==> config.mk <==
export PLATFORM = sky130hd
export DESIGN_NAME = serial_add_ctrl
export DESIGN_NICKNAME = d
export VERILOG_FILES = /design/src/rtl/serial_add_pkg.sv /design/src/rtl/fa_bit.sv /design/src/rtl/serial_add_ctrl.sv
export SDC_FILE = /design/constraint.sdc
export NUM_CORES = 1
export LEC_CHECK = 0
export BUFFER_PORTS_ARGS = -buffer_cell sky130_fd_sc_hd__buf_2
export CAP_MARGIN = 20
export CORE_MARGIN = 2
export CORE_UTILIZATION = 53
export CTS_CLUSTER_SIZE = 12
export DETAILED_ROUTE_END_ITERATION = 8
export HOLD_SLACK_MARGIN = 0.1
export PLACE_DENSITY = 0.79
export SETUP_SLACK_MARGIN = 0.05
export SKIP_CTS_REPAIR_TIMING = 1
export SLEW_MARGIN = 10
export SYNTH_ARGS = -nofsm -noshare
export SYNTH_HDL_FRONTEND = slang
export SYNTH_SLANG_ARGS = --single-unit
==> constraint.sdc <==
create_clock -name i_clk -period 1.7 [get_ports i_clk]
set_input_delay 0.17 -clock i_clk [delete_from_list [all_inputs] [get_ports i_clk]]
set_output_delay 0.17 -clock i_clk [all_outputs]
set_load 0.05 [all_outputs]
==> src/rtl/serial_add_pkg.sv <==
// Shared constants and state encoding for the bit-serial adder sequencer.
package serial_add_pkg;

    localparam int unsigned WIDTH_DEFAULT = 8;

    localparam logic [1:0] ST_IDLE = 2'd0;
    localparam logic [1:0] ST_RUN  = 2'd1;
    localparam logic [1:0] ST_DONE = 2'd2;

    typedef enum logic [1:0] {
        StIdle = ST_IDLE,
        StRun  = ST_RUN,
        StDone = ST_DONE
    } state_e;

endpackage

==> src/rtl/fa_bit.sv <==
// Combinational 1-bit full adder built from two half-adder stages and an OR.
module fa_bit (
    input  logic i_a,
    input  logic i_b,
    input  logic i_ci,
    output logic o_s,
    output logic o_c
);

    logic ha0_s;
    logic ha0_c;
    logic ha1_c;

    assign ha0_s = i_a ^ i_b;
    assign ha0_c = i_a & i_b;
    assign o_s   = ha0_s ^ i_ci;
    assign ha1_c = ha0_s & i_ci;
    assign o_c   = ha0_c | ha1_c;

endmodule

==> src/rtl/serial_add_ctrl.sv <==
// Bit-serial adder sequencer: captures two operands, adds them LSB-first through
// one full-adder cell with a registered carry, then reports sum/carry with a done pulse.
module serial_add_ctrl
    import serial_add_pkg::*;
#(
    parameter int unsigned WIDTH = WIDTH_DEFAULT
) (
    input  logic             i_clk,
    input  logic             i_rst,
    input  logic             i_start,
    input  logic [WIDTH-1:0] i_a,
    input  logic [WIDTH-1:0] i_b,
    output logic             o_busy,
    output logic             o_done,
    output logic [WIDTH-1:0] o_s,
    output logic             o_c
);

    localparam int unsigned    CntW    = (WIDTH > 1) ? $clog2(WIDTH) : 1;
    localparam logic [CntW-1:0] CntLast = CntW'(WIDTH - 1);

    state_e           state_q, state_d;
    logic [WIDTH-1:0] sh_a_q, sh_a_d;
    logic [WIDTH-1:0] sh_b_q, sh_b_d;
    logic [WIDTH-1:0] sh_res_q, sh_res_d;
    logic [CntW-1:0]  cnt_q, cnt_d;
    logic             carry_q, carry_d;
    logic             busy_q, busy_d;
    logic             done_q, done_d;
    logic [WIDTH-1:0] s_q, s_d;
    logic             c_q, c_d;

    logic             sbit;
    logic             cbit;
    logic [WIDTH-1:0] res_next;

    fa_bit u_fa (
        .i_a  (sh_a_q[0]),
        .i_b  (sh_b_q[0]),
        .i_ci (carry_q),
        .o_s  (sbit),
        .o_c  (cbit)
    );

    // Result register with the current sum bit shifted in at the MSB.
    assign res_next = {sbit, sh_res_q[WIDTH-1:1]};

    always_comb begin
        state_d  = state_q;
        sh_a_d   = sh_a_q;
        sh_b_d   = sh_b_q;
        sh_res_d = sh_res_q;
        cnt_d    = cnt_q;
        carry_d  = carry_q;
        busy_d   = 1'b0;
        done_d   = 1'b0;
        s_d      = s_q;
        c_d      = c_q;

        unique case (state_q)
            StIdle: begin
                if (i_start) begin
                    sh_a_d  = i_a;
                    sh_b_d  = i_b;
                    carry_d = 1'b0;
                    cnt_d   = '0;
                    busy_d  = 1'b1;
                    state_d = StRun;
                end
            end
            StRun: begin
                carry_d  = cbit;
                sh_res_d = res_next;
                sh_a_d   = sh_a_q >> 1;
                sh_b_d   = sh_b_q >> 1;
                cnt_d    = cnt_q + CntW'(1);
                busy_d   = 1'b1;
                if (cnt_q == CntLast) begin
                    s_d     = res_next;
                    c_d     = cbit;
                    busy_d  = 1'b0;
                    done_d  = 1'b1;
                    state_d = StDone;
                end
            end
            StDone: begin
                state_d = StIdle;
            end
            default: begin
                state_d = StIdle;
            end
        endcase
    end

    always_ff @(posedge i_clk) begin
        if (i_rst) begin
            state_q  <= StIdle;
            sh_a_q   <= '0;
            sh_b_q   <= '0;
            sh_res_q <= '0;
            cnt_q    <= '0;
            carry_q  <= 1'b0;
            busy_q   <= 1'b0;
            done_q   <= 1'b0;
            s_q      <= '0;
            c_q      <= 1'b0;
        end else begin
            state_q  <= state_d;
            sh_a_q   <= sh_a_d;
            sh_b_q   <= sh_b_d;
            sh_res_q <= sh_res_d;
            cnt_q    <= cnt_d;
            carry_q  <= carry_d;
            busy_q   <= busy_d;
            done_q   <= done_d;
            s_q      <= s_d;
            c_q      <= c_d;
        end
    end

    assign o_busy = busy_q;
    assign o_done = done_q;
    assign o_s    = s_q;
    assign o_c    = c_q;

endmodule

==> results of run 1 <==
## area by class of cell
type	instances	area share
well taps	31	0.02058
repair buffers	44	0.1527
multi-input cells	105	0.3406
inverters	15	0.02988
clock buffers	8	0.03121
flip-flops and latches	40	0.4250
## cell usage after synthesis (2+ instances only)
| cell | instances | share of area |
|---|---|---|
| dfxtp_1 | 40 | 0.50 |
| a21oi_1 | 30 | 0.094 |
| nand2_1 | 24 | 0.056 |
| inv_1 | 15 | 0.035 |
| o221a_2 | 14 | 0.099 |
| nor2_1 | 10 | 0.024 |
| nand3_1 | 9 | 0.028 |
| a22oi_1 | 5 | 0.024 |
| clkbuf_1 | 4 | 0.0094 |
| buf_2 | 3 | 0.0094 |
| buf_6 | 3 | 0.021 |
| buf_4 | 2 | 0.0094 |
| ha_1 | 2 | 0.016 |
| mux2i_1 | 2 | 0.013 |
| nor3_1 | 2 | 0.0063 |
## kinds of logic after synthesis
group | Yosys count
adder cells (fa/ha/maj) | 3
flip-flops | 40
AO/OA/AOI/OAI | 50
multiplexers | 2
AND/OR/NAND/NOR | 50
buffers and inverters | 29
## power groups by stage
stage | sequential (mW) | combinational (mW) | clock [mW]
floorplan | 1.02 | 0.135 | 0
global placement | 1.02 | 0.163 | 0
detailed placement | 1.03 | 0.174 | 0
CTS | 1.01 | 0.174 | 0.506
global route | 1.01 | 0.216 | 0.551
finish | 1.01 | 0.196 | 0.492
## metal layers
layer | up-vias | part of all wire | global-route usage
li1 | 675 | - | -
met1 | 592 | 0.45 | 0.2514
met2 | 25 | 0.50 | 0.3190
met3 | 5 | 0.042 | 0.07253
met4 | 0 | 0.013 | 0.08442
met5 | - | 0 | 0
## through the flow
stage                     cell area [µm²]  power (mW)  utilization  cells
after floorplan                      1597       1.158            -    174
after detailed placement             1705       1.200       0.6079    223
final                                1884       1.694       0.6717    243
after CTS                            1764       1.686       0.6289    231
after global routing                 1884       1.779       0.6717    243
after global placement               1705       1.188       0.6079    223
## registers in the layout, indices dropped and copies added, names as in the netlist, 2 cells and up
| signal | cells |
|---|---|
| state_q | 2 |
| o_s | 8 |
| sh_res_q | 7 |
| sh_a_q | 8 |
| cnt_q | 3 |
| sh_b_q | 8 |
## worst max-delay path by stage
| stage | from | to | slack [ps] | depth (start not counted) |
|---|---|---|---|---|
| global route | cnt_q[0] | o_s[4] | 160 | 5 |
| global placement | cnt_q[0] | o_s[7] | 360 | 5 |
| finish | state_q[0] | sh_b_q[1] | 290 | 3 |
| CTS | state_q[0] | sh_b_q[3] | 280 | 3 |
| detailed placement | state_q[0] | sh_b_q[3] | 300 | 3 |
| floorplan | cnt_q[0] | o_busy | 420 | 6 |
## placed cells by master (no fill, tap or decap)
cell type	n
nor2_1	10
clkbuf_1	2
mux2i_1	2
nand3_1	9
a21oi_1	30
clkbuf_4	5
fa_1	1
nand3b_1	1
ha_1	2
dfxtp_1	40
nor3b_1	1
o221a_2	14
buf_2	29
a22oi_1	5
nor3_1	2
nor2_2	1
buf_4	3
inv_1	15
clkbuf_8	1
nor2b_4	1
o21bai_1	1
dlygate4sd3_1	12
nand2b_1	1
nand2_1	24
## worst register-to-register path: cells and delay by family, from the launching register on
family             cells  cell delay (ps)
AOI/OAI and AO/OA      1              310
DFF                    1              490
and+or+nand+nor        2              570
==> metrics.md, run 1 <==
| Metric | Value |
|---|---|
| WHS Path Cells | `3` |
| Share of cells above drive strength 1 | `0.2547` |
| CP endpoint kind | `register` |
| Placement Rows | `19` |
| DP Worst Slack | `304.0 ps` |
| IO Pins | `30` |
| DRC viols | `2` |
| Critical path type | `reg2reg` |
| Slowest stage cell, crit path | `dfxtp_1` |
| Lkg Pwr | `approximately 0.78 nW` |
| XOR/XNOR share of the synthesized area | `0` |
| Hold WC Path Type | `in2reg` |
| Slew @ Worst Pin | `693.4 ps` |
| Worst Path Buf+Inv | `0` |
| Compound-cell area share of the yosys netlist | `0.2210` |
| Max incr delay on CP | `490 ps` |
| Family with the most delay on the worst path | `simple AND/OR/NAND/NOR gates` |
| Final setup margin | `289.2 ps` |
| Reg clk slew, reported paths | `100 ps` |
| P per Cell Area | `898.8 nW/µm²` |
| First-pass GRT wire length | `roughly 5.3 mm` |
| DR pass1 iterations | `6` |
| Final worst path period need | `1411 ps` |
| Unrepaired setup endpoints after global routing | `no` |
| GRT Util Overall | `0.2027` |
| H-tree lvl count | `2` |
| Vias per inst | `5.337` |
| Worst VDD drop | `0.7467 mV` |
| TNS Setup | `0 ps` |
| Gr ovfl total | `0` |
| Outcome | `finished, violations left` |
| Adder and majority gate portion of the synthesized area | `0.02821` |
| Cells along the critical path | `nor2_1, nor2_2, o221a_2` |
| Fin. Hold Viols | `0` |
| Mapped Avg Cell Area | `9.175 µm²` |
| CTS Buffer Depth | `2` |
| CP Data Arrival Time | `around 1700 ps` |
| Simple logic cell fraction of the synthesized area | `0.1403` |
| Final slew viol count | `0` |
| Cells after Synth | `174` |
| CTS sink cnt | `40` |
| Multi-input gate area | `641.9 µm²` |
| Part of the cycle the worst path needs | `0.8299` |
| Critical Path RT | `2000 ps` |
| Synth Cell Area | `between 1500 and 2000 µm²` |
| Comb power frac | `0.116` |
| Die height | `58.89 µm` |
| Max-Slew Margin vs Limit | `0.5377` |
| Clock tree root driver cell | `clkbuf_4` |
| Max Fclk | `708.8 MHz` |
| Fillers | `232` |
| Vias in the first global route | `1236` |
| P&R area growth vs syn | `18.03%` |
| Post-synth cell types | `24` |
| Clock skew | `8.345 ps` |
| Core ar. | `2805 µm²` |
| Most common flop cell mapped by yosys | `dfxtp_1` |
| Routability Congestion | `0.8145` |
| Asr flop ratio synth | `0` |
| Hold slack final | `roughly 80 ps` |
| Ant diodes | `0` |
| Largest family of logic cells by synthesized area | `compound AO/OA/AOI/OAI gates` |
| Final setup violation count | `0` |
| Seq cells post-synth | `40` |
| DRT iter0 DRCs | `51` |
| Post-synthesis mux area share | `0.01254` |
| Nets | `233` |
| FF-to-FF End | `sh_b_q[1]` |
| Hpwl dp | `roughly 2.2 mm` |
| Initial Util | `0.5691` |
| Register Area | `around 800 µm²` |
| Failing checks | `design-rule violations` |
| Total CTS buffers | `5` |
| Psw | `about 420 µW` |
| Hold EP | `sh_b_q[7]` |
| Worst reg2reg setup slack | `290 ps` |
| Sw frac | `0.2458` |
| Area of the die | `3467 µm²` |
| Critical path peak fanout | `14` |
| R2R depth | `3` |
| Sequential power share | `0.594` |
| Drt total wl | `3.263 mm` |
| CTS tree | `yes` |
| Hold_sp | `i_b[7]` |
| Startpoint types | `register` |
| Clock power share | `0.290` |
| Antenna violations before repair | `0` |
| Die width | `58.89 µm` |
| Post-synth EDFFs | `0` |
| Antenna Nets Post-Route | `0` |
| Pint | `1.277 mW` |
| Maxcap violations | `0` |
| Clock Latency Late Sink | `roughly 350 ps` |
| Vias | `1297` |
| Sequential element share of the synthesized area | `0.5016` |
| Post-synth net total | `196` |
| Yosys Warn Count | `0` |
| R2r startpoint | `state_q[0]` |
| Wire per inst | `13.43 µm` |
| Largest net degree at the start of global routing | `a little over 40` |
| Port-buffer cells | `29` |
(Power assumes the default switching activity.)
==> run 2, diff against run 1 <==
==> constraint.sdc (replaced) <==
create_clock -name i_clk -period 1.44 [get_ports i_clk]
set_input_delay 0.144 -clock i_clk [delete_from_list [all_inputs] [get_ports i_clk]]
set_output_delay 0.144 -clock i_clk [all_outputs]
set_load 0.05 [all_outputs]
==> run 2 against run 1 <==
  * The flow still finishes with violations (design-rule violations)
  * Cell count is 2.5% higher
  * Design area is 5.9% higher
  * Critical path depth is 3 higher
  * Combinational power is 25% higher
  * Via count is 4.7% higher
  * Utilization is 4.0 points higher
  * Sequential cell count stayed put
  * Clock skew is 7.3 ps higher
  * Register-to-register slack worse by 120 ps
==> metrics.md, run 2 (same netlist as run 1, synthesis figures left out) <==
| Metric | Value |
|---|---|
| Routability Congestion | `0.7737 (-5.0%)` |
| Final Cell Area | `1996 µm² (+5.9%)` |
| Fin. Hold Viols | `0 (unchanged)` |
| Worst VDD drop | `0.7508 mV (+0.54%)` |
| Vias in the first global route | `1236 (unchanged)` |
| Fillers | `214 (-7.8%)` |
| Final setup violation count | `0 (unchanged)` |
| GRT Util Overall | `0.1899 (-0.01278)` |
| Clock Latency Late Sink | `350 ps (about the same)` |
| Area of the die | `3467 µm² (unchanged)` |
| Wire per inst | `12.98 µm (-3.3%)` |
| Cells along the critical path | `ha_1, ha_1, nand3b_1, buf_4, buf_4, nor2_1` |
| Ant diodes | `0 (unchanged)` |
| DRT iter0 DRCs | `60 (+18%)` |
| CP Data Arrival Time | `1480 ps (-230 ps)` |
| P&R area growth vs syn | `25.00%` |
| Lkg Pwr | `0.8293 nW (+6.4%)` |
| TNS Setup | `0 ps (unchanged)` |
| Hold EP | `o_busy` |
| Clock power share | `0.363 (+0.073)` |
| Reg clk slew, reported paths | `110 ps (about the same)` |
| Slew @ Worst Pin | `511.3 ps (-182.2 ps)` |
| Multi-input gate area | `649.4 µm² (+1.2%)` |
| Drt total wl | `3.233 mm (-0.92%)` |
| Register Area | `800.8 µm² (unchanged)` |
| Final worst path period need | `1266 ps (-144.5 ps)` |
| WHS Path Cells | `3 (unchanged)` |
| DRC viols | `2 (unchanged)` |
| Core ar. | `2805 µm² (unchanged)` |
| Final slew viol count | `0 (unchanged)` |
| Critical path type | `reg2reg` |
| Gr ovfl total | `0 (unchanged)` |
| Startpoint types | `register` |
| Overall Power | `2.247 mW (+33%)` |
| H-tree lvl count | `2 (unchanged)` |
| Max Fclk | `789.7 MHz (+11%)` |
| CTS tree | `yes` |
| DR pass1 iterations | `6 (unchanged)` |
| Initial Util | `0.5691 (unchanged)` |
| Critical path peak fanout | `11 (-3)` |
| Clock tree root driver cell | `clkbuf_4` |
| Placement Rows | `19 (unchanged)` |
| Die width | `58.89 µm (unchanged)` |
| Psw | `507.0 µW (+22%)` |
| Antenna Nets Post-Route | `0 (unchanged)` |
| Hold slack final | `187.1 ps (+108.3 ps)` |
| Port-buffer cells | `29 (unchanged)` |
| Sequential power share | `0.528 (-0.066)` |
| Vias | `1358 (+4.7%)` |
| Clock skew | `15.67 ps (+7.323 ps)` |
| FF-to-FF End | `state_q[1]` |
| Vias per inst | `5.454 (+2.2%)` |
| Largest net degree at the start of global routing | `35 (-15%)` |
| Max incr delay on CP | `340 ps (-150 ps)` |
| Failing checks | `design-rule violations` |
| Comb power frac | `0.109 (-0.007)` |
| IO Pins | `30 (unchanged)` |
| Die height | `58.89 µm (unchanged)` |
| Placed cell area | `1718 µm² (+0.73%)` |
| Worst reg2reg setup slack | `170 ps (-120 ps)` |
| Max-Slew Margin vs Limit | `0.6592 (+0.1214)` |
| Share of cells above drive strength 1 | `0.2706 (+0.01593)` |
| CP endpoint kind | `register` |
| R2R depth | `6 (+3)` |
| Pint | `1.740 mW (+36%)` |
| Hold WC Path Type | `in2reg` |
| Commonest non-fill, non-tap cells in the layout | `dfxtp_1 (40), a21oi_1 (30), buf_2 (29), nand2_1 (23), dlygate4sd3_1 (16)` |
| P per Cell Area | `1126 nW/µm² (+25%)` |
| First-pass GRT wire length | `5.057 mm (-4.3%)` |
| Outcome | `finished, violations left` |
| CTS Buffer Depth | `2 (unchanged)` |
| CTS sink cnt | `40 (unchanged)` |
| Hpwl dp | `2.038 mm (-5.3%)` |
| Maxcap violations | `0 (unchanged)` |
| Nets | `239 (+2.6%)` |
| Total CTS buffers | `5 (unchanged)` |
| Hold_sp | `i_start` |
| Sw frac | `0.2256 (-0.02020)` |
| Most common cell after layout, fill and taps aside | `dfxtp_1` |
| Unrepaired setup endpoints after global routing | `no` |
| Slowest stage cell, crit path | `dfxtp_1` |
| R2r startpoint | `cnt_q[0]` |
| Part of the cycle the worst path needs | `0.8793 (+0.04947)` |
| Critical Path RT | `1660 ps (-340 ps)` |
| Final design utilization | `0.7114 (+0.03970)` |
| Antenna violations before repair | `0 (unchanged)` |
run 2: cell count changes in the layout (fill, tap and decap cells not counted):
cell           change
clkbuf_8           +1
nor2_4             +1
buf_4              +1
nor2_2             -1
clkbuf_1           -2
buf_12             +1
dlygate4sd3_1      +4
nand2_2            +1
bufinv_16          +1
nand2_1            -1
run 2: cell type report:
type                    instances  area share
flip-flops and latches         40      0.4013
inverters                      15     0.02821
well taps                      31     0.01944
multi-input cells             105      0.3254
clock buffers                   7     0.03260
clock inverters                 1     0.01505
repair buffers                 50      0.1781
run 2: metal layers:
layer	global-route usage	routed length [µm]	vias to the layer above
li1	-	-	686
met1	0.2170	1364	630
met2	0.3349	1656	34
met3	0.04615	137	8
met4	0.08117	75	0
met5	0	0	-
run 2: per-stage QoR:
stage | std cells | worst slack (ps)
2_1_floorplan | 174 | 158.8
6_report | 249 | 173.7
3_5_place_dp | 223 | 62.09
5_1_grt | 249 | 66.58
4_1_cts | 231 | 22.31
3_3_place_gp | 223 | 97.89
run 2: worst max-delay path: cells and delay by family (launching register included):
family / cells / cell delay, ps
fa+ha+maj: 2 / 390
flops: 1 / 340
buf+inv: 2 / 290
simple gates: 2 / 120
run 2: power groups by stage:
| stage | combinational (mW) | clock, mW | sequential, mW |
|---|---|---|---|
| after detailed placement | 0.207 | 0 | 1.21 |
| after floorplan | 0.159 | 0 | 1.21 |
| after CTS | 0.207 | 0.829 | 1.19 |
| final | 0.245 | 0.816 | 1.19 |
| after global placement | 0.197 | 0 | 1.21 |
| after global routing | 0.271 | 0.880 | 1.19 |
run 2: worst max path at each step:
stage | start | to | slack (ps) | cells after the start
2_1_floorplan | cnt_q[0] | o_busy | 160 | 6
3_3_place_gp | state_q[0] | sh_b_q[1] | 100 | 3
3_5_place_dp | state_q[0] | sh_a_q[1] | 60 | 3
4_1_cts | state_q[0] | sh_a_q[1] | 20 | 3
5_1_grt | cnt_q[0] | o_s[3] | 70 | 6
6_report | cnt_q[0] | state_q[1] | 170 | 6
